==> config.mk <==
export PLATFORM = sky130hd
export DESIGN_NAME = tl_ctrl_xing_buffer
export DESIGN_NICKNAME = d
export VERILOG_FILES = /design/src/rtl/tl_ctrl_pkg.sv /design/src/rtl/tl_ctrl_queue.sv /design/src/rtl/tl_ctrl_xing_buffer.sv
export SDC_FILE = /design/constraint.sdc
export NUM_CORES = 1
export LEC_CHECK = 0
export CORE_MARGIN = 2
export CORE_UTILIZATION = 43
export CTS_CLUSTER_DIAMETER = 120
export DETAILED_ROUTE_END_ITERATION = 12
export HOLD_SLACK_MARGIN = 0.03
export PLACE_DENSITY_LB_ADDON = 0.08
export SLEW_MARGIN = 15
export SYNTH_ARGS = -nofsm -noshare
export SYNTH_HDL_FRONTEND = slang
export SYNTH_SLANG_ARGS = --single-unit
==> constraint.sdc <==
create_clock -name clock -period 5.9 [get_ports clock]
set_input_delay 0.885 -clock clock [delete_from_list [all_inputs] [get_ports clock]]
set_output_delay 0.885 -clock clock [all_outputs]
set_load 0.01 [all_outputs]
==> src/rtl/tl_ctrl_pkg.sv <==
// rtl/tl_ctrl_pkg.sv - TileLink-UL control-bus field widths, beat structs and sizing helpers.
package tl_ctrl_pkg;

  localparam int OPCODE_W = 3;
  localparam int PARAM_W  = 3;
  localparam int SIZE_W   = 2;
  localparam int SOURCE_W = 7;
  localparam int ADDR_W   = 31;
  localparam int DATA_W   = 64;
  localparam int MASK_W   = 8;

  typedef struct packed {
    logic [OPCODE_W-1:0] opcode;
    logic [PARAM_W-1:0]  param;
    logic [SIZE_W-1:0]   size;
    logic [SOURCE_W-1:0] source;
    logic [ADDR_W-1:0]   address;
    logic [MASK_W-1:0]   mask;
    logic [DATA_W-1:0]   data;
    logic                corrupt;
  } tl_a_beat_t;

  typedef struct packed {
    logic [OPCODE_W-1:0] opcode;
    logic [SIZE_W-1:0]   size;
    logic [SOURCE_W-1:0] source;
    logic [DATA_W-1:0]   data;
  } tl_d_beat_t;

  // A one-entry queue still needs a 1-bit pointer to index its storage.
  function automatic int ptr_width(input int depth);
    return (depth > 1) ? $clog2(depth) : 1;
  endfunction

endpackage

==> src/rtl/tl_ctrl_queue.sv <==
// rtl/tl_ctrl_queue.sv - registered ready/valid FIFO, no pipe or flow bypass.
module tl_ctrl_queue
  import tl_ctrl_pkg::*;
#(
  parameter type T     = logic,
  parameter int  DEPTH = 2
) (
  input  logic clock,
  input  logic rst_n,
  input  logic enq_valid,
  output logic enq_ready,
  input  T     enq_data,
  output logic deq_valid,
  input  logic deq_ready,
  output T     deq_data
);

  localparam int PTR_W = ptr_width(DEPTH);
  localparam int CNT_W = $clog2(DEPTH + 1);
  localparam logic [CNT_W-1:0] FULL = CNT_W'(DEPTH);
  localparam logic [PTR_W-1:0] LAST = PTR_W'(DEPTH - 1);

  T                 mem [DEPTH];
  logic [PTR_W-1:0] wr_ptr;
  logic [PTR_W-1:0] rd_ptr;
  logic [CNT_W-1:0] count;
  logic             enq_fire;
  logic             deq_fire;

  // Handshake depends only on occupancy, so a full queue stays not-ready
  // even in a cycle where it is also being drained.
  assign enq_ready = (count < FULL);
  assign deq_valid = (count != '0);
  assign deq_data  = mem[rd_ptr];
  assign enq_fire  = enq_valid & enq_ready;
  assign deq_fire  = deq_valid & deq_ready;

  function automatic logic [PTR_W-1:0] next_ptr(input logic [PTR_W-1:0] p);
    return (p == LAST) ? '0 : p + 1'b1;
  endfunction

  always_ff @(posedge clock or negedge rst_n) begin
    if (!rst_n) begin
      wr_ptr <= '0;
      rd_ptr <= '0;
      count  <= '0;
    end else begin
      if (enq_fire) wr_ptr <= next_ptr(wr_ptr);
      if (deq_fire) rd_ptr <= next_ptr(rd_ptr);
      case ({enq_fire, deq_fire})
        2'b10:   count <= count + 1'b1;
        2'b01:   count <= count - 1'b1;
        default: count <= count;
      endcase
    end
  end

  always_ff @(posedge clock) begin
    if (enq_fire) mem[wr_ptr] <= enq_data;
  end

endmodule

==> src/rtl/tl_ctrl_xing_buffer.sv <==
// rtl/tl_ctrl_xing_buffer.sv - registered TL-UL A/D buffer with outstanding-request limit.
module tl_ctrl_xing_buffer
  import tl_ctrl_pkg::*;
#(
  parameter int A_DEPTH      = 2,
  parameter int D_DEPTH      = 2,
  parameter int MAX_INFLIGHT = 4
) (
  input  logic                               clock,
  input  logic                               reset,
  output logic                               auto_in_a_ready,
  input  logic                               auto_in_a_valid,
  input  logic [OPCODE_W-1:0]                auto_in_a_bits_opcode,
  input  logic [PARAM_W-1:0]                 auto_in_a_bits_param,
  input  logic [SIZE_W-1:0]                  auto_in_a_bits_size,
  input  logic [SOURCE_W-1:0]                auto_in_a_bits_source,
  input  logic [ADDR_W-1:0]                  auto_in_a_bits_address,
  input  logic [MASK_W-1:0]                  auto_in_a_bits_mask,
  input  logic [DATA_W-1:0]                  auto_in_a_bits_data,
  input  logic                               auto_in_a_bits_corrupt,
  input  logic                               auto_in_d_ready,
  output logic                               auto_in_d_valid,
  output logic [OPCODE_W-1:0]                auto_in_d_bits_opcode,
  output logic [SIZE_W-1:0]                  auto_in_d_bits_size,
  output logic [SOURCE_W-1:0]                auto_in_d_bits_source,
  output logic [DATA_W-1:0]                  auto_in_d_bits_data,
  input  logic                               auto_out_a_ready,
  output logic                               auto_out_a_valid,
  output logic [OPCODE_W-1:0]                auto_out_a_bits_opcode,
  output logic [PARAM_W-1:0]                 auto_out_a_bits_param,
  output logic [SIZE_W-1:0]                  auto_out_a_bits_size,
  output logic [SOURCE_W-1:0]                auto_out_a_bits_source,
  output logic [ADDR_W-1:0]                  auto_out_a_bits_address,
  output logic [MASK_W-1:0]                  auto_out_a_bits_mask,
  output logic [DATA_W-1:0]                  auto_out_a_bits_data,
  output logic                               auto_out_a_bits_corrupt,
  output logic                               auto_out_d_ready,
  input  logic                               auto_out_d_valid,
  input  logic [OPCODE_W-1:0]                auto_out_d_bits_opcode,
  input  logic [SIZE_W-1:0]                  auto_out_d_bits_size,
  input  logic [SOURCE_W-1:0]                auto_out_d_bits_source,
  input  logic [DATA_W-1:0]                  auto_out_d_bits_data,
  output logic [$clog2(MAX_INFLIGHT+1)-1:0]  inflight
);

  localparam int IF_W = $clog2(MAX_INFLIGHT + 1);
  localparam logic [IF_W-1:0] IF_MAX = IF_W'(MAX_INFLIGHT);

  tl_a_beat_t a_in_beat;
  tl_a_beat_t a_head;
  tl_d_beat_t d_in_beat;
  tl_d_beat_t d_head;
  logic       a_enq_ready;
  logic       a_deq_valid;
  logic       d_enq_ready;
  logic       d_deq_valid;
  logic       issue_ok;
  logic       a_fire;
  logic       d_fire;

  assign a_in_beat = '{opcode:  auto_in_a_bits_opcode,
                       param:   auto_in_a_bits_param,
                       size:    auto_in_a_bits_size,
                       source:  auto_in_a_bits_source,
                       address: auto_in_a_bits_address,
                       mask:    auto_in_a_bits_mask,
                       data:    auto_in_a_bits_data,
                       corrupt: auto_in_a_bits_corrupt};

  assign d_in_beat = '{opcode: auto_out_d_bits_opcode,
                       size:   auto_out_d_bits_size,
                       source: auto_out_d_bits_source,
                       data:   auto_out_d_bits_data};

  // Every handshake output is masked by reset so nothing moves while it is held.
  assign issue_ok         = reset & (inflight < IF_MAX);
  assign auto_in_a_ready  = reset & a_enq_ready;
  assign auto_out_a_valid = a_deq_valid & issue_ok;
  assign auto_out_d_ready = reset & d_enq_ready;
  assign auto_in_d_valid  = reset & d_deq_valid;

  assign a_fire = auto_out_a_valid & auto_out_a_ready;
  assign d_fire = auto_in_d_valid & auto_in_d_ready;

  tl_ctrl_queue #(.T(tl_a_beat_t), .DEPTH(A_DEPTH)) u_a_queue (
    .clock     (clock),
    .rst_n     (reset),
    .enq_valid (auto_in_a_valid & reset),
    .enq_ready (a_enq_ready),
    .enq_data  (a_in_beat),
    .deq_valid (a_deq_valid),
    .deq_ready (auto_out_a_ready & issue_ok),
    .deq_data  (a_head)
  );

  tl_ctrl_queue #(.T(tl_d_beat_t), .DEPTH(D_DEPTH)) u_d_queue (
    .clock     (clock),
    .rst_n     (reset),
    .enq_valid (auto_out_d_valid & reset),
    .enq_ready (d_enq_ready),
    .enq_data  (d_in_beat),
    .deq_valid (d_deq_valid),
    .deq_ready (auto_in_d_ready),
    .deq_data  (d_head)
  );

  assign auto_out_a_bits_opcode  = a_head.opcode;
  assign auto_out_a_bits_param   = a_head.param;
  assign auto_out_a_bits_size    = a_head.size;
  assign auto_out_a_bits_source  = a_head.source;
  assign auto_out_a_bits_address = a_head.address;
  assign auto_out_a_bits_mask    = a_head.mask;
  assign auto_out_a_bits_data    = a_head.data;
  assign auto_out_a_bits_corrupt = a_head.corrupt;

  assign auto_in_d_bits_opcode = d_head.opcode;
  assign auto_in_d_bits_size   = d_head.size;
  assign auto_in_d_bits_source = d_head.source;
  assign auto_in_d_bits_data   = d_head.data;

  // A response delivered with nothing outstanding is dropped from the count.
  always_ff @(posedge clock or negedge reset) begin
    if (!reset) begin
      inflight <= '0;
    end else if (a_fire && !d_fire) begin
      inflight <= inflight + 1'b1;
    end else if (d_fire && !a_fire && inflight != '0) begin
      inflight <= inflight - 1'b1;
    end
  end

  d_without_request: assert property (@(posedge clock) disable iff (!reset)
    !(d_fire && inflight == '0));

endmodule

==> results of run 1 <==
[metal layers]
| metal | global-route usage (%) | share of wire [%] | vias to the layer above |
|---|---|---|---|
| li1 | - | - | 3510 |
| met3 | 7.62 | 11 | 61 |
| met2 | 27.4 | 47 | 305 |
| met5 | 0 | 0.042 | - |
| met4 | 5.62 | 2.6 | 2 |
| met1 | 20.4 | 39 | 3724 |
[state kept, by name, summed over array words and instances (netlist names)]
register	cells
u_a_queue.mem	238
inflight	3
u_a_queue.wr_ptr	1
u_d_queue.wr_ptr	1
u_a_queue.rd_ptr	1
u_a_queue.count	2
u_d_queue.rd_ptr	1
u_d_queue.mem	152
u_d_queue.count	2
[synthesized netlist by cell type, types with 2 or more instances]
library cell and count:
edfxtp_1 390, o21ai_0 2, o21a_1 2, buf_2 7, xnor2_1 8, o211ai_1 3, xor2_1 3, nor2_1 5
dfrtp_1 11, buf_4 11, a21oi_1 2, nand2_1 3, nand3_1 2, buf_6 3, ha_1 2, mux2_1 30
and3_1 2, and2b_1 2, mux2_2 165
[worst max-delay path, stage by stage (launching register included)]
cell and delay [ps]:
dfrtp_2 670, buf_4 700, mux2_1 390, clkdlybuf4s50_1 550
[kinds of logic (layout without fill, tap and decap cells)]
group	Yosys count	in the layout
adders and majority gates	3	3
and+or+nand+nor	18	18
AOI/OAI and AO/OA	12	12
xor gates and xnor gates	11	11
DFF	401	401
buffers and inverters	24	488
muxes	196	196
other	0	3
[stage by stage]
step                      cell area (µm²)  setup WS [ps]  instances  power (mW)  hold slack [ps]
after global placement              19200           2140       1499        6.34              540
after CTS                           20600           2040       1577        8.94              550
after floorplan                     14700           1020        665        5.03              461
final                               20600           2130       1580        8.81              545
after detailed placement            19200           2130       1499        6.34              541
after global routing                20600           1950       1580        9.19              572
[worst max path at each step]
stage	to	cells after the start	slack (ps)	start
after CTS	auto_in_d_bits_data[59]	3	2040	u_d_queue.rd_ptr
after global routing	auto_in_d_bits_data[54]	3	1950	u_d_queue.rd_ptr
after detailed placement	u_a_queue.mem[1][67]	4	2130	reset
final	auto_in_d_bits_data[59]	3	2130	u_d_queue.rd_ptr
after floorplan	u_d_queue.mem[0][0]	3	1020	reset
after global placement	u_a_queue.mem[1][111]	4	2140	reset
[placed cells by master (no fill, tap or decap), types with 2 or more instances in the layout]
cell type	n
nor2_1	3
xnor2_1	8
edfxtp_1	390
dfrtp_1	9
mux2_1	30
and2b_1	2
bufinv_16	3
mux2_2	165
buf_4	2
nand2_1	3
o21ai_0	2
clkdlybuf4s50_1	402
clkbuf_16	45
o211ai_1	3
a21oi_1	2
xor2_1	3
clkinv_2	7
diode_2	3
nand3_1	2
ha_1	2
o21a_1	2
clkbuf_1	7
nor2_4	2
clkinv_1	13
clkbuf_8	3
buf_12	4
[final cells by class]
class	instances	share of cell area, %
tap	448	2.72
multi-input combinational	240	12.4
clock buffer	55	5.79
antenna	3	0.0364
clock inverter	23	0.843
inverter	2	0.0485
timing repair buffer	408	20.0
sequential	401	58.1
[power by group through the flow]
stage	Sequential, mW	Clock [mW]	Combinational, mW
2_1_floorplan	3.65	0	1.38
5_1_grt	3.69	2.74	2.76
3_5_place_dp	3.72	0	2.62
3_3_place_gp	3.71	0	2.63
4_1_cts	3.66	2.64	2.64
6_report	3.66	2.57	2.59
==> reports/metrics.csv, run 1 <==
stage;metric;value;unit
synthesis;synth_xor_area_share;0.656;%
sta;rsz0062_at_grt;false;
place;numPortBuffers;402;
power_and_ir_drop;seq_power_share;41.5;%
synthesis;syn_avg_cell_area;22.1;µm²
routing;drt_iter0_drc;402;
clock_tree;postCtsSetupRepairBufs;0;
synthesis;synth_cells;665;
final_layout;nets;1299;
synthesis;synth_area;0.0147;mm²
synthesis;synth_nets;869;
synthesis;seq_area_frac_synth;81.6;%
synthesis;synth_compound_area_share;0.698;%
routing;first_pass_iters;4;
synthesis;synth_flop_cell;edfxtp_1;
critical_path;cp.arrival;2880;ps
final_layout;regArea;0.0120;mm²
global_route;overflow;0;
final_layout;drive_above_1_share;21.3;%
power_and_ir_drop;intPower;6.52;mW
critical_path;reg2regPathDepth;3;
clock_tree;clk-insertion-delay-late;530;ps
power_and_ir_drop;power.net_switching;2.29;mW
worst_hold_path;hold_class;reg -> reg;
synthesis;synthArstFlopShare;2.74;%
synthesis;synth_fa_ha_area_share;0.306;%
power_and_ir_drop;pwr-share-clk;29.1;%
synthesis;synth_top_cell_area_share;79.7;%
routing;vias_per_cell;4.81;
floorplan;die_h;189;µm
global_route;grt_pass1_wl;46000;µm
synthesis;synth_top_family_by_area;multiplexers;
outcome;status;complete, no violations;
clock_tree;cts.root.buffer_cell;clkbuf_16;
synthesis;synth_seq_cells;401;
clock_tree;cts_buffers;42;
sta;min_period_over_period;63.8;%
sta;worstMarginPinSlew;932;ps
routing;wirelength;31000;µm
routing;wl_per_cell;19.6;µm
critical_path;r2r_end;u_a_queue.mem[1][80];
critical_path;worstSetupPathType;reg -> out;
routing;drc_errors;0;
floorplan;initial_core_util;43.7;%
power_and_ir_drop;power.density;427;mW/mm²
place;gp_congestion;0.748;
critical_path;rrSetupSlack;3610;ps
flow_run;maxCapViolations;0;
worst_hold_path;hold_depth;1;
power_and_ir_drop;leakage;6.86;nW
sta;slew_headroom;37.9;%
place;hpwl;20200;µm
clock_tree;cts_max_path_buffers;3;
global_route;grt_pass1_vias;7998;
floorplan;row_count;67;
worst_hold_path;worstHoldStart;u_d_queue.wr_ptr;
critical_path;worstReg2RegStart;u_a_queue.count[1];
synthesis;synthTopCellsByArea;edfxtp_1 (80%), mux2_2 (13%), mux2_1 (2.3%), dfrtp_1 (1.9%), buf_4 (0.56%);
power_and_ir_drop;p_comb_share;29.4;%
synthesis;yosys_warnings;0;
clock_tree;cts_resized;0;
sta;finalSetupTns;0;ps
final_layout;final_util;61.3;%
critical_path;required;5020;ps
final_layout;fill_cells;2497;
synthesis;synth_edf_count;390;
worst_hold_path;whs_endpoint;u_d_queue.wr_ptr;
clock_tree;ctsHoldBuffers;0;
global_route;grtUsageTotal;17.0;%
sta;setup_viol;0;
final_layout;syn_to_final_growth;40.3;%
synthesis;synth-simple-area-share;0.647;%
synthesis;synth_cell_types;31;
power_and_ir_drop;vdd_drop_max;0.259;mV
clock_tree;cts_tree;yes;
critical_path;critPathCaptureType;output pin;
floorplan;die_x;189;µm
routing;detail-route-antenna-nets;0;
sta;skew;13.6;ps
floorplan;pin_count;403;
clock_tree;h-tree-depth;2;
critical_path;critPathMaxFanout;58;
clock_tree;cts_sinks;401;
floorplan;core;0.0336;mm²
sta;final_hold_viol_count;0;
critical_path;critPathLaunchType;register;
global_route;antenna_found_initial;4;
floorplan;dieArea;0.0357;mm²
sta;timing.fmax;265;MHz
sta;period_minus_slack;3770;ps
global_route;grt_max_degree;120;
synthesis;post-synth-top-area-cell;edfxtp_1;
clock_tree;clk_pin_slew;60;ps
routing;via_count;7602;
sta;final_max_slew_viol_count;0;
power_and_ir_drop;p_sw_share;26.0;%
final_layout;multi_input_area;0.00257;mm²
synthesis;muxShareOfSynthArea;15.0;%
No activity file was read; power rests on OpenSTA's default activity.
==> inputs of run 2 (changes only) <==
==> constraint.sdc (replaced) <==
create_clock -name clock -period 3.38 [get_ports clock]
set_input_delay 0.507 -clock clock [delete_from_list [all_inputs] [get_ports clock]]
set_output_delay 0.507 -clock clock [all_outputs]
set_load 0.01 [all_outputs]
==> reports/metrics.csv, run 2 (synthesized netlist as in run 1, its figures left out) <==
stage;metric;value;unit
outcome;status;complete, no violations;
worst_hold_path;hold_class;in -> async;
sta;finalSetupTns;0;ps
global_route;grt_pass1_vias;8085;
final_layout;syn_to_final_growth;40.7;%
global_route;grt_max_degree;52;
place;numPortBuffers;402;
floorplan;die_h;189;µm
sta;fin_hold_ws;333;ps
floorplan;die_x;189;µm
clock_tree;postCtsSetupRepairBufs;0;
clock_tree;cts_resized;0;
flow_run;maxCapViolations;0;
final_layout;drive_above_1_share;21.9;%
routing;first_pass_iters;4;
final_layout;largest_reg_flops;238;
clock_tree;h-tree-depth;2;
critical_path;cp.arrival;2440;ps
clock_tree;cts_buffers;42;
critical_path;worstSetupPathType;reg -> out;
power_and_ir_drop;finalPower;15.2;mW
global_route;grt_pass1_wl;46700;µm
final_layout;most-common-layout-cells;clkdlybuf4s50_1 (402), edfxtp_1 (390), mux2_2 (165);
power_and_ir_drop;leakage;6.89;nW
final_layout;reg_top3;u_a_queue.mem: 238 flops, u_d_queue.mem: 152 flops, inflight: 3 flops;
routing;wirelength;31600;µm
final_layout;final_util;61.5;%
critical_path;critPathMaxFanout;19;
place;hpwl;21600;µm
clock_tree;ctsHoldBuffers;0;
final_layout;fill_cells;2457;
power_and_ir_drop;vdd_drop_max;0.544;mV
sta;slew_headroom;65.6;%
floorplan;core;0.0336;mm²
clock_tree;cts_tree;yes;
sta;skew;13.6;ps
routing;drc_errors;0;
clock_tree;cts_sinks;401;
critical_path;critPathCaptureType;output pin;
floorplan;row_count;67;
final_layout;finalNonFillerCells;1590;
routing;vias_per_cell;4.80;
sta;period_minus_slack;2950;ps
final_layout;nets;1309;
sta;final_hold_viol_count;0;
final_layout;final_common_cell;clkdlybuf4s50_1;
critical_path;critPathLaunchType;register;
sta;timing.fmax;339;MHz
place;gp_congestion;0.745;
global_route;overflow;0;
sta;rsz0062_at_grt;false;
floorplan;dieArea;0.0357;mm²
routing;via_count;7634;
clock_tree;clk-insertion-delay-late;520;ps
floorplan;initial_core_util;43.7;%
global_route;grtUsageTotal;17.4;%
final_layout;regMostFlops;u_a_queue.mem;
sta;worstMarginPinSlew;514;ps
power_and_ir_drop;power.density;734;mW/mm²
sta;min_period_over_period;87.2;%
sta;final_max_slew_viol_count;0;
floorplan;pin_count;403;
clock_tree;cts.root.buffer_cell;clkbuf_16;
sta;setup_viol;0;
routing;wl_per_cell;19.9;µm
routing;drt_iter0_drc;455;
place;placed_cells;1509;
clock_tree;clk_pin_slew;60;ps
routing;detail-route-antenna-nets;0;
global_route;antenna_found_initial;3;
clock_tree;cts_max_path_buffers;3;
critical_path;required;2870;ps
==> run 2: changes by cell type in the layout (fill, tap and decap cells not counted) <==
cell	previous run	this run
clkbuf_8	3	0
buf_4	2	5
clkbuf_1	7	8
bufinv_16	3	1
clkbuf_16	45	43
clkinv_2	7	12
and3_4	1	2
clkinv_1	13	12
inv_6	0	1
diode_2	3	4
buf_12	4	11
and3_2	1	0
==> run 2: report_power, final <==
group / switching, mW / internal [mW] / total (mW)
registers: 0.294 / 6.07 / 6.37
clock network: 1.78 / 2.40 / 4.18
logic: 1.95 / 2.68 / 4.63
total: 4.02 / 11.1 / 15.2
==> run 2: path summary, 6_finish.rpt <==
check / startpoint / to / slack, ps / cells past startpoint
max: u_d_queue.rd_ptr / auto_in_d_bits_source[0] / 430 / 3
min: reset / u_d_queue.wr_ptr / 330 / 1
max reg2reg: u_a_queue.count[1] / u_a_queue.mem[0][19] / 1460 / 4
min reg2reg: u_a_queue.wr_ptr / u_a_queue.wr_ptr / 550 / 1
max in group asynchronous: reset / u_a_queue.rd_ptr / 2530 / 2
min in group clock: u_a_queue.wr_ptr / u_a_queue.wr_ptr / 550 / 1
==> run 2: metrics by stage <==
| stage | area (µm²) | setup slack, ps |
|---|---|---|
| CTS | 20700 | 362 |
| floorplan | 14700 | 153 |
| global placement | 19400 | 611 |
| global route | 20700 | 301 |
| detailed placement | 19400 | 582 |
| finish | 20700 | 432 |
==> run 2: area by class of cell <==
type	instances	area, µm²	share of cell area, %
multi-input combinational	240	2570	12.4
tap	448	561	2.71
sequential	401	12000	58.0
antenna	4	10.0	0.0484
inverter	2	10.0	0.0484
clock inverter	26	144	0.696
timing repair buffer	418	4280	20.7
clock buffer	51	1110	5.35
==> run 2: worst max-delay path, cell delays in order (launching register included) <==
cell and delay (ps):
dfrtp_2 680, buf_4 360, mux2_1 350, clkdlybuf4s50_1 530
==> run 2: layer usage <==
metal | vias up | GRT usage [%] | wire [µm]
met3 | 43 | 7.73 | 3630
met2 | 318 | 29.4 | 15600
met5 | - | 0 | 13
met1 | 3740 | 19.8 | 11600
met4 | 2 | 5.56 | 678
li1 | 3531 | - | -
==> inputs of run 3 (changes only) <==
--- a/config.mk
+++ b/config.mk
@@ -5,8 +5,9 @@
 export SDC_FILE = /design/constraint.sdc
 export NUM_CORES = 1
 export LEC_CHECK = 0
+export CORE_ASPECT_RATIO = 1.5
 export CORE_MARGIN = 2
-export CORE_UTILIZATION = 43
+export CORE_UTILIZATION = 44
 export CTS_CLUSTER_DIAMETER = 120
 export DETAILED_ROUTE_END_ITERATION = 12
 export HOLD_SLACK_MARGIN = 0.03
@@ -14,4 +15,5 @@
 export SLEW_MARGIN = 15
 export SYNTH_ARGS = -nofsm -noshare
 export SYNTH_HDL_FRONTEND = slang
+export SYNTH_HIERARCHICAL = 1
 export SYNTH_SLANG_ARGS = --single-unit
==> reports/metrics.csv, run 3 <==
stage;metric;value;unit
clock_tree;ctsHoldBuffers;0;
clock_tree;clk_pin_slew;70;ps
global_route;antenna_found_initial;6;
synthesis;seq_area_frac_synth;80.3;%
power_and_ir_drop;vdd_drop_max;0.498;mV
flow_run;maxCapViolations;0;
place;hpwl;22200;µm
final_layout;reg_top3;u_a_queue/mem: 238 flops, u_d_queue/mem: 152 flops, inflight: 3 flops;
critical_path;critPathCaptureType;output pin;
synthesis;synth_top_cell_area_share;78.5;%
synthesis;syn_avg_cell_area;22.2;µm²
floorplan;die_x;154;µm
synthesis;synth_area;0.0149;mm²
sta;worstMarginPinSlew;561;ps
synthesis;yosysMostFrequentCell;edfxtp_1;
outcome;status;complete, no violations;
synthesis;synth_seq_cells;401;
floorplan;initial_core_util;44.6;%
place;dpl_cell_area;0.0196;mm²
routing;via_count;7712;
sta;rsz0062_at_grt;false;
final_layout;syn_to_final_growth;39.0;%
global_route;grt_pass1_vias;8308;
final_layout;largest_reg_flops;238;
sta;finalSetupTns;0;ps
critical_path;cp_top_family;buffers and inverters;
sta;finalWorstSetupSlack;366;ps
critical_path;cp.arrival;2510;ps
routing;vias_per_cell;4.95;
routing;wl_per_cell;20.4;µm
synthesis;yosys-top-cells-count;edfxtp_1 (390), mux2_2 (165), mux2_4 (30);
routing;first_pass_iters;4;
clock_tree;h-tree-depth;2;
final_layout;regMostFlops;u_a_queue/mem;
global_route;grt_max_degree;77;
sta;fin_hold_ws;200;ps
synthesis;post-synth-top-area-cell;edfxtp_1;
synthesis;synthTopCellsByArea;edfxtp_1 (78%), mux2_2 (12%), mux2_4 (3.0%), dfrtp_1 (1.8%), buf_6 (1.1%);
critical_path;worstSetupPathType;reg -> out;
clock_tree;cts_resized;0;
power_and_ir_drop;leakage;6.99;nW
critical_path;required;2870;ps
floorplan;dieArea;0.0354;mm²
synthesis;synth_nets;877;
synthesis;synth_cells;673;
sta;period_minus_slack;3010;ps
global_route;overflow;0;
routing;drc_errors;0;
global_route;grt_pass1_wl;47200;µm
final_layout;final_area;0.0207;mm²
global_route;grtUsageTotal;17.6;%
clock_tree;cts_buffers;38;
clock_tree;clk-insertion-delay-late;530;ps
sta;min_period_over_period;89.2;%
sta;timing.fmax;332;MHz
clock_tree;postCtsSetupRepairBufs;0;
final_layout;nets;1314;
place;place_ws;768;ps
critical_path;worstPathBufferInverterCount;2;
critical_path;cp_cell_sequence;buf_4 > mux2_2 > clkdlybuf4s50_1;
synthesis;synthArstFlopShare;2.74;%
global_route;globalRouteMet3Util;7.27;%
floorplan;pin_count;403;
critical_path;critPathLaunchType;register;
floorplan;die_h;230;µm
critical_path;slowest_delay;710;ps
sta;final_max_slew_viol_count;0;
final_layout;final_common_cell;clkdlybuf4s50_1;
place;numPortBuffers;402;
critical_path;critPathMaxFanout;26;
clock_tree;cts.root.buffer_cell;clkbuf_16;
clock_tree;cts_max_path_buffers;3;
sta;setup_viol;0;
final_layout;drive_above_1_share;24.3;%
floorplan;row_count;82;
global_route;grt_use_met1;19.0;%
power_and_ir_drop;power.density;718;mW/mm²
sta;final_hold_viol_count;0;
place;gp_congestion;0.775;
synthesis;synth_edf_count;390;
critical_path;cp_slowest_cell;dfrtp_4;
clock_tree;cts_tree;yes;
sta;skew;14.6;ps
routing;detail-route-antenna-nets;0;
synthesis;yosys_warnings;6;
sta;slew_headroom;62.5;%
synthesis;synth_flop_cell;edfxtp_1;
synthesis;synth_cell_types;33;
worst_hold_path;hold_class;in -> async;
floorplan;core;0.0334;mm²
power_and_ir_drop;finalPower;14.9;mW
final_layout;most-common-layout-cells;clkdlybuf4s50_1 (402), edfxtp_1 (390), mux2_2 (165);
routing;drt_iter0_drc;372;
routing;wirelength;31800;µm
clock_tree;cts_sinks;401;
global_route;grt.busiest_layer;met2;
global_route;gr-usage-met2;30.7;%
==> run 3: layout make-up <==
type | count | area (µm²)
Clock buffer | 50 | 1060
Tap cell | 420 | 526
Clock inverter | 15 | 106
Multi-Input combinational cell | 245 | 2700
Inverter | 2 | 7.51
Sequential cell | 401 | 12000
Antenna cell | 4 | 10.0
Fill cell | 2502 | 12700
Timing Repair Buffer | 422 | 4340
==> run 3: path summary, 6_finish.rpt <==
path,cells past startpoint,slack (ps),endpoint,start
setup reg to reg,7,1300,inflight[2],u_d_queue/count[0]
max in group asynchronous,2,2780,u_d_queue/rd_ptr,reset
hold / removal,1,200,u_a_queue/wr_ptr,reset
min in group clock,1,530,u_a_queue/count[0],u_a_queue/count[0]
setup / recovery,3,370,auto_in_d_bits_data[60],u_d_queue/rd_ptr
hold reg to reg,1,530,u_a_queue/count[0],u_a_queue/count[0]
==> run 3: kinds of logic (layout without fill, tap and decap cells) <==
group / after synthesis / count (layout) / synth area share, %
adder cells (fa/ha/maj): 3 / 3 / 0.302
flip-flops: 401 / 401 / 80.3
AND/OR/NAND/NOR: 27 / 27 / 1.03
buffers and inverters: 27 / 489 / 1.74
other: 0 / 4 / 0
multiplexers: 196 / 196 / 15.5
AO/OA/AOI/OAI: 8 / 8 / 0.428
XOR/XNOR: 11 / 11 / 0.646
==> run 3: per-layer routing <==
layer	share of wire, %	wire (µm)
met1	36	11500
met2	50	16100
met4	3.6	1140
met5	0.10	33
met3	9.7	3090
==> run 3: metrics by stage <==
step | util [%] | std cells
global route | 62.0 | 1559
floorplan | - | 673
finish | 62.0 | 1559
global placement | 58.5 | 1490
detailed placement | 58.5 | 1490
CTS | 62.0 | 1555
==> run 3: power breakdown <==
group / internal, mW / leakage, nW / switching (mW) / total [mW]
clock network: 2.28 / 0.566 / 1.71 / 3.99
registers: 6.01 / 3.66 / 0.293 / 6.30
logic: 2.72 / 2.76 / 1.89 / 4.61
